[config.mk]
export PLATFORM = sky130hd
export DESIGN_NAME = toggle_req_gen
export DESIGN_NICKNAME = d
export VERILOG_FILES = /design/src/rtl/toggle_req_gen.sv
export SDC_FILE = /design/constraint.sdc
export NUM_CORES = 1
export LEC_CHECK = 0
export BUFFER_PORTS_ARGS = -buffer_cell sky130_fd_sc_hd__buf_2
export CELL_PAD_IN_SITES_DETAIL_PLACEMENT = 0
export CELL_PAD_IN_SITES_GLOBAL_PLACEMENT = 1
export CORE_ASPECT_RATIO = 0.7
export CORE_MARGIN = 2
export CORE_UTILIZATION = 43
export CTS_CLUSTER_DIAMETER = 120
export DETAILED_ROUTE_END_ITERATION = 10
export HOLD_SLACK_MARGIN = 0.02
export MAX_ROUTING_LAYER = met4
export PLACE_DENSITY = 0.75
export SLEW_MARGIN = 20
export SYNTH_ARGS = -nofsm -noshare
export SYNTH_HDL_FRONTEND = slang
export SYNTH_SLANG_ARGS = --single-unit
[constraint.sdc]
create_clock -name clk -period 2.9 [get_ports clk]
set_clock_uncertainty 0.1 [all_clocks]
set_input_delay 0 -clock clk [delete_from_list [all_inputs] [get_ports clk]]
set_output_delay 0 -clock clk [all_outputs]
set_load 0.03 [all_outputs]
[src/rtl/toggle_req_gen.sv]
// Debounced button-to-toggle pulse generator with reset-release synchronizer.
// Emits one registered pulse per accepted press and counts accepted presses.
module toggle_req_gen #(
    parameter int SYNC_STAGES     = 2,
    parameter int DEBOUNCE_CYCLES = 16,
    parameter int CNT_W           = 8
) (
    input  logic       clk,
    input  logic       reset,
    input  logic       button_in,
    output logic       reset_sync_n,
    output logic       toggle,
    output logic [7:0] press_count,
    output logic [1:0] state_o
);

    typedef enum logic [1:0] {
        IDLE       = 2'd0,
        PRESS_DB   = 2'd1,
        PRESSED    = 2'd2,
        RELEASE_DB = 2'd3
    } state_t;

    localparam logic [CNT_W-1:0] CNT_LAST = CNT_W'(DEBOUNCE_CYCLES - 1);

    logic [SYNC_STAGES-1:0] rst_chain;
    logic [SYNC_STAGES-1:0] btn_chain;
    logic                   btn_s;

    state_t           state, state_next;
    logic [CNT_W-1:0] cnt, cnt_next;
    logic             toggle_next;
    logic             press_inc;

    // Reset asserts asynchronously and releases only after the chain fills with ones.
    always_ff @(posedge clk or negedge reset) begin
        if (!reset) begin
            rst_chain <= '0;
            btn_chain <= '0;
        end else begin
            rst_chain <= {rst_chain[SYNC_STAGES-2:0], 1'b1};
            btn_chain <= {btn_chain[SYNC_STAGES-2:0], button_in};
        end
    end

    assign reset_sync_n = rst_chain[SYNC_STAGES-1];
    assign btn_s        = btn_chain[SYNC_STAGES-1];

    always_ff @(posedge clk or negedge reset) begin
        if (!reset) begin
            state       <= IDLE;
            cnt         <= '0;
            toggle      <= 1'b0;
            press_count <= 8'd0;
        end else begin
            state       <= state_next;
            cnt         <= cnt_next;
            toggle      <= toggle_next;
            press_count <= press_count + 8'(press_inc);
        end
    end

    always_comb begin
        state_next  = state;
        cnt_next    = cnt;
        toggle_next = 1'b0;
        press_inc   = 1'b0;
        if (!reset_sync_n) begin
            // Held in IDLE until the synchronized reset has released.
            state_next = IDLE;
            cnt_next   = '0;
        end else begin
            case (state)
                IDLE: begin
                    if (btn_s) begin
                        state_next = PRESS_DB;
                        cnt_next   = '0;
                    end
                end
                PRESS_DB: begin
                    if (!btn_s) begin
                        state_next = IDLE;
                    end else if (cnt == CNT_LAST) begin
                        state_next  = PRESSED;
                        toggle_next = 1'b1;
                        press_inc   = 1'b1;
                    end else begin
                        cnt_next = cnt + CNT_W'(1);
                    end
                end
                PRESSED: begin
                    if (!btn_s) begin
                        state_next = RELEASE_DB;
                        cnt_next   = '0;
                    end
                end
                RELEASE_DB: begin
                    // A bounce back high returns to PRESSED without a new pulse.
                    if (btn_s) begin
                        state_next = PRESSED;
                    end else if (cnt == CNT_LAST) begin
                        state_next = IDLE;
                    end else begin
                        cnt_next = cnt + CNT_W'(1);
                    end
                end
                default: begin
                    state_next = IDLE;
                    cnt_next   = '0;
                end
            endcase
        end
    end

    assign state_o = state;

endmodule

==> load_flow_metrics.sql, run 1 <==
INSERT INTO impl_metrics (metric_group, metric, value, unit) VALUES
('routing', 'finalWirelength', '1890', 'um'),
('critical_path', 'worstSetupStartpointType', 'flop', ''),
('worst_hold_path', 'hold_path.class', 'primary input to asynchronous set/reset pin', ''),
('logic_synthesis', 'post_synth_most_frequent_cells', 'dfrtp_1, nand2_1, nand3_1, o21ai_0, xnor2_1', ''),
('place', 'place_congestion', '0.817', ''),
('logic_synthesis', 'postSynthCellCount', '96', ''),
('logic_synthesis', 'nets_in_the_synthesized_netlist', '102', ''),
('logic_synthesis', 'synth_cell_types', '30', ''),
('sta', 'setup_viol_count_final', '0', ''),
('clock_tree', 'cts_made_buffers', '3', ''),
('floorplanning', 'core-area', '0.00240', 'mm^2'),
('routing', 'avgViaCountPerCell', '4.95', ''),
('sta', 'final_period_minus_worst_setup_slack', '2400', 'ps'),
('routing', 'detailroute.via_count', '732', ''),
('critical_path', 'critPathArrivalTime', '2510', 'ps'),
('critical_path', 'critical_path.reg2reg.endpoint', 'press_count[7]', ''),
('global_route', 'maximum_number_of_pins_on_one_net_before_global_route_repair', '24', ''),
('logic_synthesis', 'synth_ff_type', 'dfrtp_1', ''),
('clock_tree', 'cts.clk_slew.worst_paths', '120', 'ps'),
('floorplanning', 'die_height', '45.6', 'um'),
('clock_tree', 'clkLatencyLatePin', '300', 'ps'),
('logic_synthesis', 'post_synth_fa_ha_maj_area_fraction', '0.0354', ''),
('critical_path', 'worst-path-max-fanout', '7', ''),
('outcome', 'run_status', 'finished clean', ''),
('critical_path', 'worst-endpoint-required', '3010', 'ps'),
('critical_path', 'endpoint_class_of_the_critical_path', 'flop', ''),
('floorplanning', 'io_pins', '15', ''),
('critical_path', 'slowest_stage', 'dfrtp_1', ''),
('sta', 'fmax', '0.416', 'GHz'),
('logic_synthesis', 'most_common_cell_in_the_synthesized_netlist', 'dfrtp_1', ''),
('global_route', 'first_global_vias', '661', ''),
('floorplanning', 'design.die.area', '0.00289', 'mm^2'),
('final_layout', 'layout-drive-gt1-share', '0.211', ''),
('critical_path', 'r2r.worst_path.cells', '9', ''),
('routing', 'drt-wirelength-per-cell', '12.8', 'um'),
('sta', 'final.hold.worst_slack', '81.6', 'ps'),
('global_route', 'grt_antenna_before_repair', '0', ''),
('power_and_ir_drop', 'p_leak', '0.597', 'nW'),
('routing', 'drcViolationCount', '0', ''),
('power_and_ir_drop', 'irDropWorstVdd', '0.258', 'mV'),
('clock_tree', 'clock_tree.buffer_depth', '2', ''),
('logic_synthesis', 'avgSynthCellArea', '11.1', 'um^2'),
('logic_synthesis', 'number_of_enable_type_register_cells_in_the_synthesized_netlist', '0', ''),
('floorplanning', 'dieWidth', '63.4', 'um'),
('place', 'placement.io_buffers', '14', ''),
('routing', 'drt-pass1-iter-count', '4', ''),
('critical_path', 'ff2ff_setup_slack', '500', 'ps'),
('logic_synthesis', 'synth-xor-area-share', '0.0814', ''),
('floorplanning', 'rows', '15', ''),
('sta', 'final-max-slew-violation-count', '0', ''),
('critical_path', 'largest_stage_delay_on_the_critical_path', '440', 'ps'),
('logic_synthesis', 'synth_top_family_by_area', 'simple AND/OR/NAND/NOR gates', ''),
('logic_synthesis', 'synth.top_cells.by_area', 'dfrtp_1, xnor2_1, nand3_1', ''),
('routing', 'drt-initial-drc-count', '41', ''),
('place', 'dp_hpwl', '1370', 'um'),
('clock_tree', 'clock_sinks', '23', ''),
('clock_tree', 'post_cts.resized_instances', '0', ''),
('critical_path', 'setup.worst_path.class', 'flop to flop', ''),
('global_route', 'gr-total-overflow', '0', ''),
('floorplanning', 'starting_density_of_the_core', '0.442', ''),
('sta', 'min_period_over_period', '0.829', ''),
('final_layout', 'final_net_count', '121', ''),
('clock_tree', 'tritoncts', 'built', ''),
('critical_path', 'crit-reg2reg-launch', 'cnt[0]', ''),
('logic_synthesis', 'ys_ff_latch', '23', ''),
('logic_synthesis', 'synth-seq-area-share', '0.542', ''),
('logic_synthesis', 'ys_warn_count', '0', ''),
('sta', 'rsz0062_at_grt', 'false', ''),
('logic_synthesis', 'synth_compound_area_frac', '0.118', ''),
('logic_synthesis', 'post_synthesis_mux_area_share', '0.0189', ''),
('run', 'max_cap_viol_count', '0', '');
==> cell families after synthesis <==
logic type,Yosys count
other,1
DFF,23
muxes,2
xor gates and xnor gates,9
adders and majority gates,3
and+or+nand+nor,35
AOI/OAI and AO/OA,20
buffers and inverters,3
==> layer usage <==
metal  routed length [um]  share of wire  global-route usage
met2                  763           0.40               0.223
met1                 1040           0.55               0.216
met5                    0              0                   -
met3                   71          0.038              0.0520
met4                   19          0.010              0.0522
==> flip-flops by register name, indices dropped and copies added, names as in the netlist <==
name / count
btn_chain: 2
cnt: 8
press_count: 8
rst_chain: 2
state_o: 2
toggle: 1
==> cells in the final DEF (no fill, tap or decap), types with 3 or more instances in the layout <==
master / netlist / layout
dfrtp_1: 23 / 23
buf_2: 1 / 14
nand2_1: 11 / 11
nand3_1: 9 / 9
xnor2_1: 6 / 6
o21ai_0: 6 / 6
a21oi_1: 5 / 5
and3_1: 3 / 3
ha_1: 3 / 3
clkbuf_4: 0 / 3
==> per-stage QoR <==
stage	utilization	worst slack, ps	total power [mW]	cell area (um^2)	instances
after floorplan	-	676	0.348	1060	96
after global placement	0.485	606	0.361	1160	142
after detailed placement	0.485	508	0.361	1160	142
after CTS	0.504	491	0.508	1210	148
after global routing	0.504	340	0.532	1210	148
final	0.504	495	0.498	1210	148
==> power breakdown <==
part / switching [mW] / total [mW] / internal (mW)
Combinational: 0.0166 / 0.0252 / 0.00866
Sequential: 0.00626 / 0.331 / 0.325
Clock: 0.0878 / 0.141 / 0.0536
Total: 0.111 / 0.498 / 0.387
==> timing repair <==
| item | in CTS | in global routing |
|---|---|---|
| hold buffers | 2 | 0 |
| setup buffers | 0 | 0 |
| hold endpoints to repair | 24 | 0 |
==> worst max path at each step <==
| stage | startpoint | endpoint | depth (start not counted) |
|---|---|---|---|
| after global placement | cnt[0] | press_count[7] | 9 |
| after floorplan | cnt[0] | press_count[7] | 10 |
| after global routing | cnt[1] | press_count[7] | 9 |
| final | cnt[0] | press_count[7] | 9 |
| after CTS | cnt[0] | press_count[7] | 9 |
| after detailed placement | cnt[0] | press_count[7] | 9 |
==> final cells by class <==
type / count / area (um^2) / area share
sequential: 23 / 576 / 0.475
multi-input combinational: 70 / 473 / 0.390
timing repair buffer: 16 / 90.1 / 0.0744
tap: 34 / 42.5 / 0.0351
clock buffer: 4 / 26.3 / 0.0217
inverter: 1 / 3.75 / 0.00310
(Power assumes the default switching activity.)
==> inputs of run 2 (changes only) <==
ABC_AREA = 1   (was not set)
CORE_UTILIZATION = 42   (was 43)
clock period = 2.4 ns   (was 2.9 ns; I/O delays follow)
==> run 2 against run 1 <==
  * Worst setup slack lost 270 ps
  * Clock power up 65%
  * Routed wire length up 0.11%
  * Synthesized area rose by 4.7%
  * Sequential cell count is the same
  * Sequential power grew 23%
  * Fmax rose by 10%
==> load_flow_metrics.sql, run 2 <==
INSERT INTO impl_metrics (metric_group, metric, value, unit) VALUES
('outcome', 'run_status', 'finished clean', ''),
('place', 'placedInstanceArea', '0.00122', 'mm^2'),
('final_layout', 'area_overhead_vs_synth', '16.0', '%'),
('logic_synthesis', 'postSynthCellCount', '116', ''),
('clock_tree', 'cts_post_setup_buffers_inserted', '0', ''),
('routing', 'antenna_violating_nets_post_route', '0', ''),
('worst_hold_path', 'hold_path.class', 'primary input to asynchronous set/reset pin', ''),
('global_route', 'grt_pass1_wl', '3300', 'um'),
('logic_synthesis', 'ys_warn_count', '0', ''),
('routing', 'drt-initial-drc-count', '17', ''),
('sta', 'setup_viol_count_final', '0', ''),
('logic_synthesis', 'synth_ff_type', 'dfrtp_1', ''),
('logic_synthesis', 'most_common_cell_in_the_synthesized_netlist', 'nand2_1', ''),
('sta', 'final_period_minus_worst_setup_slack', '2180', 'ps'),
('global_route', 'grt_antenna_before_repair', '0', ''),
('critical_path', 'slowest_stage', 'dfrtp_1', ''),
('routing', 'drt-pass1-iter-count', '4', ''),
('clock_tree', 'cts.clk_slew.worst_paths', '80', 'ps'),
('logic_synthesis', 'synth.top_cells.by_area', 'dfrtp_1, nand2_1, xor2_1', ''),
('global_route', 'gr-total-overflow', '0', ''),
('clock_tree', 'clkLatencyLatePin', '260', 'ps'),
('sta', 'final.hold.worst_slack', '134', 'ps'),
('logic_synthesis', 'number_of_enable_type_register_cells_in_the_synthesized_netlist', '0', ''),
('global_route', 'maximum_number_of_pins_on_one_net_before_global_route_repair', '24', ''),
('global_route', 'first_global_vias', '688', ''),
('logic_synthesis', 'avgSynthCellArea', '9.58', 'um^2'),
('final_layout', 'final_net_count', '143', ''),
('critical_path', 'worst-path-max-fanout', '4', ''),
('sta', 'final-max-slew-violation-count', '0', ''),
('sta', 'rsz0062_at_grt', 'false', ''),
('routing', 'drcViolationCount', '0', ''),
('logic_synthesis', 'synth_compound_area_frac', '0.0383', ''),
('floorplanning', 'design.die.area', '0.00308', 'mm^2'),
('clock_tree', 'post_cts.resized_instances', '0', ''),
('global_route', 'grt_usage', '0.156', ''),
('place', 'place_congestion', '0.764', ''),
('clock_tree', 'cts_made_buffers', '3', ''),
('final_layout', 'layout.cells.non_filler', '170', ''),
('logic_synthesis', 'post_synth_fa_ha_maj_area_fraction', '0.0338', ''),
('floorplanning', 'rows', '15', ''),
('logic_synthesis', 'ys_ff_latch', '23', ''),
('run', 'max_cap_viol_count', '0', ''),
('place', 'dp.cells', '164', ''),
('logic_synthesis', 'synth-xor-area-share', '0.0867', ''),
('floorplanning', 'dieWidth', '65.5', 'um'),
('floorplanning', 'starting_density_of_the_core', '0.448', ''),
('floorplanning', 'die_height', '47.0', 'um'),
('critical_path', 'largest_stage_delay_on_the_critical_path', '410', 'ps'),
('routing', 'detailroute.via_count', '739', ''),
('sta', 'min_period_over_period', '0.907', ''),
('clock_tree', 'cts_hold_repair_buffers', '2', ''),
('final_layout', 'finish.utilization', '0.520', ''),
('routing', 'finalWirelength', '1890', 'um'),
('final_layout', 'post-route-cell-area', '0.00129', 'mm^2'),
('logic_synthesis', 'post_synthesis_cell_area', '0.00111', 'mm^2'),
('power_and_ir_drop', 'p_leak', '0.710', 'nW'),
('critical_path', 'worst-endpoint-required', '2490', 'ps'),
('sta', 'setup_total_negative_slack', '0', 'ps'),
('sta', 'hold_viol_final', '0', ''),
('final_layout', 'layout_commonest_cell', 'nand2_1', ''),
('clock_tree', 'clock_sinks', '23', ''),
('logic_synthesis', 'post_synthesis_mux_area_share', '0', ''),
('logic_synthesis', 'synthSimpleGateAreaFrac', '0.274', ''),
('routing', 'drt-wirelength-per-cell', '11.1', 'um'),
('critical_path', 'cpLargestDelayFamily', 'simple AND/OR/NAND/NOR gates', ''),
('clock_tree', 'htreeDepth', '1', ''),
('power_and_ir_drop', 'p_per_area', '549', 'mW/mm^2'),
('critical_path', 'cp_cell_sequence', 'ha_1 > nand2_1 > nor2_2 > nand4_2 > nor2_1 > ha_1 > nand3_2 > nand3b_4 > nor2_1 > xor2_1', ''),
('logic_synthesis', 'post_synth_most_frequent_cells', 'nand2_1, dfrtp_1, inv_1, xor2_1', ''),
('critical_path', 'critPathArrivalTime', '2260', 'ps'),
('sta', 'slew_headroom', '0.665', ''),
('power_and_ir_drop', 'irDropWorstVdd', '0.210', 'mV'),
('logic_synthesis', 'nets_in_the_synthesized_netlist', '122', ''),
('logic_synthesis', 'synth_cell_types', '22', ''),
('place', 'dp_hpwl', '1490', 'um'),
('sta', 'tightest_slew', '502', 'ps'),
('critical_path', 'endpoint_class_of_the_critical_path', 'flop', ''),
('clock_tree', 'clock_tree.buffer_depth', '2', ''),
('logic_synthesis', 'synth_top_family_by_area', 'simple AND/OR/NAND/NOR gates', ''),
('logic_synthesis', 'synth_top_area_frac', '0.518', ''),
('final_layout', 'layout_top_registers', 'cnt x8, press_count x8', ''),
('floorplanning', 'io_pins', '15', ''),
('final_layout', 'antenna-diode-count', '0', ''),
('clock_tree', 'root_buffer_selected_by_cts', 'clkbuf_8', ''),
('floorplanning', 'core-area', '0.00248', 'mm^2'),
('critical_path', 'worstSetupStartpointType', 'flop', ''),
('place', 'placement.io_buffers', '14', ''),
('routing', 'avgViaCountPerCell', '4.35', ''),
('final_layout', 'layout-drive-gt1-share', '0.243', ''),
('critical_path', 'setup.worst_path.class', 'flop to flop', ''),
('critical_path', 'cp.buffers_inverters', '0', ''),
('final_layout', 'mostFrequentLayoutCells', 'nand2_1, dfrtp_1, buf_2, inv_1, xor2_1', ''),
('logic_synthesis', 'synth_top_cell_by_area', 'dfrtp_1', ''),
('sta', 'fmax', '0.459', 'GHz'),
('logic_synthesis', 'synth-seq-area-share', '0.518', ''),
('logic_synthesis', 'asyncSetResetFlopFracSynth', '1.00', ''),
('clock_tree', 'tritoncts', 'built', '');
-- run 2: layout make-up --
cell class	instances	area, um^2
clock buffers	4	45.0
repair buffers	16	90.1
inverters	13	51.3
well taps	34	42.5
flip-flops and latches	23	576
multi-input cells	80	484
fillers	245	1190
-- run 2: final timing paths --
check                           slack [ps]    startpoint  cells past startpoint             end
worst max-delay path                   220        cnt[0]                     10  press_count[7]
worst min-delay path                   130         reset                      2  press_count[5]
worst max register to register         220        cnt[0]                     10  press_count[7]
worst min register to register         260  btn_chain[0]                      0    btn_chain[1]
max in group asynchronous             1730         reset                      2          cnt[0]
min in group clk                       260  btn_chain[0]                      0    btn_chain[1]
-- run 2: worst reg2reg max path: stages (launching register included) --
cell and delay (ps):
dfrtp_1 410, ha_1 220, nand2_1 100, nor2_2 100
nand4_2 150, nor2_1 230, ha_1 230, nand3_2 110
nand3b_4 180, nor2_1 110, xor2_1 150
-- run 2: per-stage QoR --
stage               total power, mW  setup WS (ps)
global placement              0.481            340
finish                        0.708            222
CTS                           0.719            188
global route                  0.749           3.42
floorplan                     0.458            405
detailed placement            0.482            194
-- run 2: cell families after synthesis --
kind of cell / after synthesis
flops: 23
buf+inv: 13
xor+xnor: 11
other cells: 1
fa+ha+maj: 3
compound gates: 5
simple gates: 60
-- run 2: where the power goes --
group / total (mW) / switching (mW) / internal [mW]
Combinational: 0.0691 / 0.0479 / 0.0212
Clock: 0.233 / 0.114 / 0.118
Sequential: 0.406 / 0.00933 / 0.397
-- run 2: layer usage --
metal	track usage	routed length (um)	vias to the layer above
li1	-	-	399
met1	0.229	1030	327
met2	0.198	756	11
met5	-	0	-
met3	0.0576	87	2
met4	0.0375	12	0
==> inputs of run 3 (changes only) <==
ABC_AREA = not set   (was 1)
CORE_UTILIZATION = 43   (was 42)
==> run 3 against run 2 <==
  * Hold slack got worse by 45 ps
  * Routed wire length rose by 1.3%
  * Combinational power fell by 54%
  * Worst setup slack got worse by 45 ps
==> load_flow_metrics.sql, run 3 (synthesis results as in run 1) <==
INSERT INTO impl_metrics (metric_group, metric, value, unit) VALUES
('outcome', 'run_status', 'finished clean', ''),
('routing', 'drt-wirelength-per-cell', '12.5', 'um'),
('sta', 'rsz0062_at_grt', 'false', ''),
('critical_path', 'slowest_stage', 'dfrtp_2', ''),
('global_route', 'first_global_vias', '705', ''),
('sta', 'final-max-slew-violation-count', '0', ''),
('global_route', 'grt_usage', '0.158', ''),
('critical_path', 'crit_top_cell', 'nand3_1', ''),
('critical_path', 'critPathArrivalTime', '2330', 'ps'),
('critical_path', 'crit-reg2reg-launch', 'cnt[5]', ''),
('power_and_ir_drop', 'power.share.combinational', '0.053', ''),
('final_layout', 'layout-drive-gt1-share', '0.269', ''),
('worst_hold_path', 'hold_path.class', 'primary input to asynchronous set/reset pin', ''),
('critical_path', 'endpoint_class_of_the_critical_path', 'flop', ''),
('critical_path', 'cp.buffers_inverters', '0', ''),
('routing', 'drcViolationCount', '0', ''),
('routing', 'antenna_violating_nets_post_route', '0', ''),
('final_layout', 'post-route-cell-area', '0.00125', 'mm^2'),
('sta', 'setup_total_negative_slack', '0', 'ps'),
('power_and_ir_drop', 'p_leak', '0.619', 'nW'),
('place', 'place_congestion', '0.793', ''),
('sta', 'fmax', '0.450', 'GHz'),
('routing', 'avgViaCountPerCell', '4.98', ''),
('clock_tree', 'tritoncts', 'built', ''),
('floorplanning', 'dieWidth', '63.4', 'um'),
('critical_path', 'setup.worst_path.class', 'flop to flop', ''),
('power_and_ir_drop', 'p_per_area', '483', 'mW/mm^2'),
('final_layout', 'layout_top_registers', 'cnt x8, press_count x8', ''),
('critical_path', 'worstSetupStartpoint', 'cnt[5]', ''),
('floorplanning', 'core-area', '0.00240', 'mm^2'),
('clock_tree', 'cts.clk_slew.worst_paths', '120', 'ps'),
('floorplanning', 'rows', '15', ''),
('clock_tree', 'clkLatencyLatePin', '310', 'ps'),
('power_and_ir_drop', 'clock_power_share', '0.286', ''),
('clock_tree', 'htreeDepth', '1', ''),
('routing', 'drt-pass1-iter-count', '6', ''),
('final_layout', 'mostFrequentLayoutCells', 'dfrtp_1, buf_2, nand2_1, nand3_1', ''),
('floorplanning', 'design.die.area', '0.00289', 'mm^2'),
('final_layout', 'fillerInstances', '234', ''),
('final_layout', 'layout_commonest_cell', 'dfrtp_1', ''),
('critical_path', 'cpLargestDelayFamily', 'simple AND/OR/NAND/NOR gates', ''),
('global_route', 'grt_antenna_before_repair', '0', ''),
('sta', 'setup_viol_count_final', '0', ''),
('sta', 'final_period_minus_worst_setup_slack', '2220', 'ps'),
('critical_path', 'cp_cell_sequence', 'nor4_4 > nand3_1 > and4bb_2 > ha_1 > nand3_1 > nor2_2 > nand2_1 > xnor2_1', ''),
('routing', 'detailroute.via_count', '762', ''),
('power_and_ir_drop', 'p_seq_frac', '0.662', ''),
('place', 'placedInstanceArea', '0.00119', 'mm^2'),
('global_route', 'grt_pass1_wl', '3220', 'um'),
('power_and_ir_drop', 'internal_power', '469', 'uW'),
('clock_tree', 'clock_tree.buffer_depth', '2', ''),
('floorplanning', 'io_pins', '15', ''),
('critical_path', 'worst-path-max-fanout', '6', ''),
('global_route', 'maximum_number_of_pins_on_one_net_before_global_route_repair', '24', ''),
('final_layout', 'final_net_count', '126', ''),
('final_layout', 'finish.utilization', '0.522', ''),
('clock_tree', 'cts_made_buffers', '3', ''),
('critical_path', 'worst-endpoint-required', '2510', 'ps'),
('routing', 'finalWirelength', '1920', 'um'),
('place', 'dp.cells', '146', ''),
('final_layout', 'layout.cells.non_filler', '153', ''),
('routing', 'drt-initial-drc-count', '79', ''),
('critical_path', 'critical_path_cell_count', '8', ''),
('power_and_ir_drop', 'power_dissipated_by_switching_net_loads', '136', 'uW'),
('critical_path', 'r2r.worst_path.cells', '8', ''),
('floorplanning', 'starting_density_of_the_core', '0.442', ''),
('critical_path', 'worstSetupStartpointType', 'flop', ''),
('sta', 'min_period_over_period', '0.926', ''),
('global_route', 'gr-total-overflow', '0', ''),
('power_and_ir_drop', 'netSwitchingFraction', '0.225', ''),
('power_and_ir_drop', 'irDropWorstVdd', '0.241', 'mV'),
('final_layout', 'area_overhead_vs_synth', '18.2', '%'),
('critical_path', 'largest_stage_delay_on_the_critical_path', '470', 'ps'),
('floorplanning', 'die_height', '45.6', 'um'),
('clock_tree', 'root_buffer_selected_by_cts', 'clkbuf_4', ''),
('sta', 'hold_viol_final', '0', ''),
('place', 'dp_hpwl', '1360', 'um'),
('place', 'placement.io_buffers', '14', ''),
('final_layout', 'antenna-diode-count', '0', ''),
('run', 'max_cap_viol_count', '0', ''),
('clock_tree', 'clock_sinks', '23', '');
run 3: cell types whose count changed in the layout (fill, tap and decap cells not counted), moves of 4 or more:
cell / delta
a21oi_1: +5
o21ai_2: -4
nand2_1: -22
o21ai_0: +6
inv_1: -10
xor2_1: -6
buf_4: +5
nor2_1: -6
run 3: path summary, 6_finish.rpt:
| path | slack, ps | end |
|---|---|---|
| setup / recovery | 180 | press_count[7] |
| hold / removal | 90 | press_count[7] |
| setup reg to reg | 180 | press_count[7] |
| hold reg to reg | 260 | rst_chain[1] |
| max in group asynchronous | 1740 | cnt[0] |
| min in group clk | 240 | btn_chain[0] |
run 3: power groups by stage:
stage	clock [mW]	combinational, mW	sequential (mW)
4_1_cts	0.182	0.0324	0.400
5_1_grt	0.196	0.0371	0.401
3_3_place_gp	0	0.0298	0.407
2_1_floorplan	0	0.0132	0.408
6_report	0.173	0.0319	0.400
3_5_place_dp	0	0.0300	0.408
run 3: timing repair:
item | CTS | global route
endpoints found under the hold margin | 24 | 0
resized for setup | 0 | 3
setup buffers | 0 | 1
endpoints found under the setup margin | 0 | 1
hold buffers | 2 | 0
run 3: per-stage QoR:
stage / hold WS, ps / power, mW / setup WS, ps
finish: 89.6 / 0.605 / 177
global route: 143 / 0.634 / 6.97
CTS: 88.5 / 0.614 / 123
detailed placement: -96.1 / 0.438 / 148
global placement: -97.0 / 0.437 / 186
floorplan: -396 / 0.421 / 176
run 3: routing by layer:
metal	track usage	wire [um]	vias to the layer above
li1	-	-	383
met1	0.216	1010	361
met2	0.215	801	14
met3	0.0520	78	4
met4	0.0652	27	0
met5	-	0	-
run 3: cell type report:
| cell class | count | area (um^2) | area share |
|---|---|---|---|
| well taps | 34 | 42.5 | 0.0339 |
| inverters | 1 | 3.75 | 0.00299 |
| repair buffers | 21 | 128 | 0.102 |
| flip-flops and latches | 23 | 578 | 0.461 |
| multi-input cells | 70 | 475 | 0.379 |
| clock buffers | 4 | 26.3 | 0.0210 |
